File: src/rtl/pc_unit.sv
// Program counter with next-PC select and a circular return-address stack.
// Calls link PC+STEP; returns pop the stack or fall back to Target when empty.
module pc_unit #(
  parameter int WIDTH     = 16,
  parameter int STEP      = 2,
  parameter int RESET_PC  = 0,
  parameter int RAS_DEPTH = 4
) (
  input  logic             CLK,
  input  logic             Reset,
  input  logic             Write,
  input  logic [1:0]       Mode,
  input  logic [WIDTH-1:0] Target,
  input  logic [WIDTH-1:0] Offset,
  input  logic             Push,
  output logic [WIDTH-1:0] PC,
  output logic [WIDTH-1:0] PCNext,
  output logic [WIDTH-1:0] RetAddr,
  output logic             RASEmpty,
  output logic             RASFull,
  output logic             Overflow,
  output logic             Underflow
);

  localparam int PW = (RAS_DEPTH > 1) ? $clog2(RAS_DEPTH) : 1;
  localparam int CW = $clog2(RAS_DEPTH + 1);
  localparam logic [PW-1:0] LAST  = PW'(RAS_DEPTH - 1);
  localparam logic [CW-1:0] DEPTH = CW'(RAS_DEPTH);

  localparam logic [1:0] M_INC = 2'b00;
  localparam logic [1:0] M_JR  = 2'b01;
  localparam logic [1:0] M_BR  = 2'b10;
  localparam logic [1:0] M_RET = 2'b11;

  logic [WIDTH-1:0] ras [RAS_DEPTH];
  logic [PW-1:0]    top;
  logic [PW-1:0]    top_inc;
  logic [PW-1:0]    top_dec;
  logic [PW-1:0]    wr_idx;
  logic [CW-1:0]    count;
  logic [WIDTH-1:0] link;
  logic [WIDTH-1:0] top_val;
  logic             ret;
  logic             pop;

  assign link     = PC + WIDTH'(STEP);
  assign top_val  = ras[top];
  assign RASEmpty = (count == '0);
  assign RASFull  = (count == DEPTH);
  assign RetAddr  = RASEmpty ? '0 : top_val;

  assign ret = (Mode == M_RET);
  assign pop = ret && !RASEmpty;

  assign top_inc = (top == LAST) ? '0 : top + PW'(1);
  assign top_dec = (top == '0) ? LAST : top - PW'(1);

  // Pop+push replaces the top entry in place.
  assign wr_idx = pop ? top : top_inc;

  always_comb begin
    PCNext = link;
    unique case (Mode)
      M_INC: PCNext = link;
      M_JR:  PCNext = Target;
      M_BR:  PCNext = link + Offset;
      M_RET: PCNext = RASEmpty ? Target : top_val;
      default: PCNext = link;
    endcase
  end

  always_ff @(posedge CLK or posedge Reset) begin
    if (Reset) begin
      PC        <= WIDTH'(RESET_PC);
      top       <= '0;
      count     <= '0;
      Overflow  <= 1'b0;
      Underflow <= 1'b0;
    end else if (Write) begin
      PC <= PCNext;
      if (ret && RASEmpty)
        Underflow <= 1'b1;
      if (Push && pop) begin
        top   <= top;
        count <= count;
      end else if (Push) begin
        top <= top_inc;
        if (RASFull)
          Overflow <= 1'b1;
        else
          count <= count + CW'(1);
      end else if (pop) begin
        top   <= top_dec;
        count <= count - CW'(1);
      end
    end
  end

  // Stack storage carries no reset; entries are unreadable while empty.
  always_ff @(posedge CLK) begin
    if (Write && Push && !Reset)
      ras[wr_idx] <= link;
  end

endmodule

File: config.mk
export PLATFORM = sky130hd
export DESIGN_NAME = pc_unit
export DESIGN_NICKNAME = d
export VERILOG_FILES = /design/src/rtl/pc_unit.sv
export SDC_FILE = /design/constraint.sdc
export NUM_CORES = 1
export LEC_CHECK = 0
export CAP_MARGIN = 20
export CORE_MARGIN = 2
export CORE_UTILIZATION = 30
export DETAILED_ROUTE_END_ITERATION = 6
export MAX_ROUTING_LAYER = met4
export SLEW_MARGIN = 20
export SYNTH_ARGS = -nofsm -noshare
export SYNTH_HDL_FRONTEND = slang
export SYNTH_SLANG_ARGS = --single-unit
File: constraint.sdc
create_clock -name CLK -period 9.45 [get_ports CLK]
set_input_delay 1.89 -clock CLK [delete_from_list [all_inputs] [get_ports CLK]]
set_output_delay 1.89 -clock CLK [all_outputs]
set_load 0.01 [all_outputs]
==> out/summary.log <==
[setup_path] worst reg2reg endpoint PC[15]$_DFFE_PP0P_
[grt] via count of the first global-routing pass 4131
[yosys] Synth async-reset ratio 0.264
[cts] CTS Buf Count 9
[setup_path] data arrival time at the worst-slack endpoint 4.84 ns
[grt] GRT overflow 0
[floorplan] standard-cell row count 48
[sta] max-slew violation count 0
[yosys] count leader, synth sky130_fd_sc_hd__edfxtp_1
[sta] final critical delay including setup and external delays 6.73 ns
[cells_and_area] Ant. Diodes 0
[yosys] Mapped Nets 521
[place] gp weighted congestion 0.916
[cts] CTS H-tree lvls 3
[cts] clock network latency to the later pin of the worst-skew pair 0.34 ns
[floorplan] area enclosed by the die boundary 18400 um2
[setup_path] Critical Path Start Type primary input
[cells_and_area] count of fill cells added during filler insertion 1644
[yosys] register bit count reported by yosys 87
[yosys] library cell occupying the most area in the post-synthesis netlist sky130_fd_sc_hd__edfxtp_1
[place] Detailed Place HPWL 11600 um
[sta] total count of hold-check failures in the final report 0
[yosys] cell area after synthesis 5200 um2
[yosys] share of the yosys chip area belonging to registers 0.481
[cells_and_area] area taken by flip-flops and latches 2500 um2
[setup_path] number of cells traversed by the worst register-to-register path 10
[cells_and_area] multi-input combinational cell area 2530 um2
[power] power density of the placed cells 334 nW/um2
[grt] largest net degree at the start of global routing 32
[setup_path] data required time of the worst path 7.56 ns
[drt] post-detailed-route via-to-cell ratio 5.32
[drt] count of nets left with antenna violations after detail routing 0
[worst_hold_path] hold_sp Overflow$_DFFE_PP0P_
[cells_and_area] Final #Nets 603
[sta] final cycle utilization of the critical path 0.712
[sta] setup tns final 0 ns
[setup_path] classification of the worst setup path in2out
[yosys] instance count of the mapped netlist 457
[yosys] warnings from Yosys 0
[sta] clk_skew 0.00685 ns
[yosys] top post-synthesis cells by area sky130_fd_sc_hd__edfxtp_1 (37%), sky130_fd_sc_hd__dfrtp_1 (11%), sky130_fd_sc_hd__mux4_2 (6.1%), sky130_fd_sc_hd__ha_1 (5.8%), sky130_fd_sc_hd__mux2_2 (3.0%)
[grt] initial antenna violation count 0
[power] maximum resistive drop on vdd 0.127 mV
[setup_path] largest fanout on the critical path 24
[floorplan] standard cell core area 17100 um2
[yosys] Post-synth EDFFs 64
[sta] max-slew headroom at the worst pin 0.314
[grt] global-route wire length before repair 24200 um
[grt] GR Util All Layers 0.181
[yosys] average instance area after synthesis 11.4 um2
[cts] number of buffers inserted by post-CTS setup repair 0
[floorplan] overall die width 136 um
[sta] slew at the pin with the worst max-slew slack 1.03 ns
[worst_hold_path] terminating pin of the worst hold path Overflow$_DFFE_PP0P_
[setup_path] CP Capture Type output pin
[yosys] top cell types by occurrence after synthesis sky130_fd_sc_hd__edfxtp_1 (64), sky130_fd_sc_hd__nand2_1 (34), sky130_fd_sc_hd__nor2_1 (27)
[sta] final hold slack 0.478 ns
[drt] routed wirelength normalized by instance count 20.1 um
[cts] CTS clk-pin slew, worst paths 0.06 ns
[floorplan] Boundary Pins 90
[place] port buffer count 89
[yosys] Yosys cell types 65
[cts] number of clock sinks 87
[cts] CTS resizes 0
[yosys] portion of synthesized cell area occupied by the leading cell type 0.370
[drt] first-pass iteration count of the detailed router 4
[drt] total DRC errors in the routed layout 0
[setup_path] reg2reg setup slack 5.56 ns
[yosys] ys flop type sky130_fd_sc_hd__edfxtp_1
[drt] total wirelength of the detailed-routed design 15500 um
[place] minimum setup slack after placement 2.75 ns
[worst_hold_path] Hold/Removal Path Class reg2reg
[worst_hold_path] worst hold stages 1
[sta] unrepaired setup endpoints after global routing false
[cells_and_area] synthesis-to-layout area growth 27.8%
[setup_path] launch instance of the worst register-to-register path PC[1]$_DFFE_PP0P_
[floorplan] starting density of the core 0.304
[cts] Root Buffer sky130_fd_sc_hd__clkbuf_16
[sta] maximum operating frequency 149 MHz
[drt] initial drt markers 305
[place] placed standard-cell area 6320 um2
[cts] CTS tree done
[sta] crit path setup slack, layout 2.72 ns
[sta] count of final setup violators 0
[drt] total via count after detailed routing 4092
[power] leak pwr 2.47 nW
[run] max-cap check violation count 0
[status] run status complete, no violations
[floorplan] vertical extent of the die 136 um
[cells_and_area] post-layout util 0.388
[cells_and_area] post-route cell area 6640 um2
[cts] quantity of hold-fixing buffers added after cts 0
[cells_and_area] layout cell share with drive strength beyond 1 0.110
[cts] maximum number of buffers from clock root to sink 2
-- how the worst max path moves through the flow --
stage / slack, ns / to / start / depth (start not counted)
2_1_floorplan: 3.88 / PCNext[10] / Offset[0] / 8
3_3_place_gp: 2.78 / PCNext[10] / Offset[0] / 10
3_5_place_dp: 2.75 / PCNext[10] / Offset[0] / 10
4_1_cts: 2.73 / PCNext[10] / Offset[0] / 10
5_1_grt: 2.49 / PCNext[12] / Mode[1] / 7
6_report: 2.72 / PCNext[12] / Mode[1] / 7
-- layer usage --
metal	wire length, um	vias up	global-route usage	share of wire
met4	366	0	0.0637	0.024
met1	6970	2018	0.241	0.45
met2	7350	134	0.282	0.48
met3	771	26	0.0269	0.050
met5	0	-	-	0
li1	-	1914	-	-
-- cells by family after synthesis --
| group | synth area share |
|---|---|
| buf+inv | 0.0335 |
| compound gates | 0.151 |
| xor+xnor | 0.0371 |
| simple gates | 0.126 |
| fa+ha+maj | 0.0655 |
| flops | 0.480 |
| mux | 0.107 |
-- critical path, stage by stage --
cell	delay [ns]
sky130_fd_sc_hd__clkdlybuf4s50_1	1.04
sky130_fd_sc_hd__o31a_1	0.57
sky130_fd_sc_hd__nor3_1	0.09
sky130_fd_sc_hd__a211oi_1	0.35
sky130_fd_sc_hd__a21oi_1	0.07
sky130_fd_sc_hd__a21oi_1	0.24
sky130_fd_sc_hd__clkdlybuf4s50_1	0.59
-- power by group --
group	internal, W	total [W]	switching (W)	leakage [nW]
Sequential	0.000531	0.000632	0.000100	0.842
Clock	0.000206	0.000359	0.000153	0.139
Combinational	0.000583	0.00123	0.000644	1.49
Total	0.00132	0.00222	0.000897	2.47
-- cell type report --
type                            instances  area share
Timing Repair Buffer                   95       0.144
Multi-Input combinational cell        326       0.382
Clock buffer                           10      0.0345
Clock inverter                          6      0.0102
Tap cell                              225      0.0424
Sequential cell                        87       0.376
Inverter                               20      0.0113
-- layout by cell type (no fill, tap or decap), types with 4 or more instances in the layout --
cell type and instances:
sky130_fd_sc_hd__a211oi_1 5, sky130_fd_sc_hd__a21o_1 11, sky130_fd_sc_hd__a21oi_1 25, sky130_fd_sc_hd__a31oi_1 11, sky130_fd_sc_hd__and2_1 15, sky130_fd_sc_hd__and3_1 5
sky130_fd_sc_hd__buf_4 5, sky130_fd_sc_hd__clkbuf_16 9, sky130_fd_sc_hd__clkdlybuf4s50_1 89, sky130_fd_sc_hd__dfrtp_1 23, sky130_fd_sc_hd__edfxtp_1 64, sky130_fd_sc_hd__ha_1 24
sky130_fd_sc_hd__inv_1 18, sky130_fd_sc_hd__mux2_2 14, sky130_fd_sc_hd__mux2i_1 7, sky130_fd_sc_hd__mux4_2 14, sky130_fd_sc_hd__nand2_1 34, sky130_fd_sc_hd__nand3_1 10
sky130_fd_sc_hd__nand4_1 6, sky130_fd_sc_hd__nor2_1 24, sky130_fd_sc_hd__nor3_1 4, sky130_fd_sc_hd__nor4_1 6, sky130_fd_sc_hd__o211ai_1 4, sky130_fd_sc_hd__o21a_1 4
sky130_fd_sc_hd__o21ai_0 14, sky130_fd_sc_hd__o21ai_1 5, sky130_fd_sc_hd__o22ai_1 4, sky130_fd_sc_hd__or3_1 6, sky130_fd_sc_hd__xnor2_1 10, sky130_fd_sc_hd__xor2_1 12
-- stage by stage --
stage,power [W],instances
after global placement,0.00184,752
after floorplan,0.00135,457
after CTS,0.00222,768
after detailed placement,0.00185,752
after global routing,0.00237,769
final,0.00222,769
-- sequential cells by signal, indices dropped and copies added (netlist names) --
register / cells
ras: 64
PC: 16
count: 3
top: 2
Overflow: 1
Underflow: 1
No activity file was read; power rests on OpenSTA's default activity.
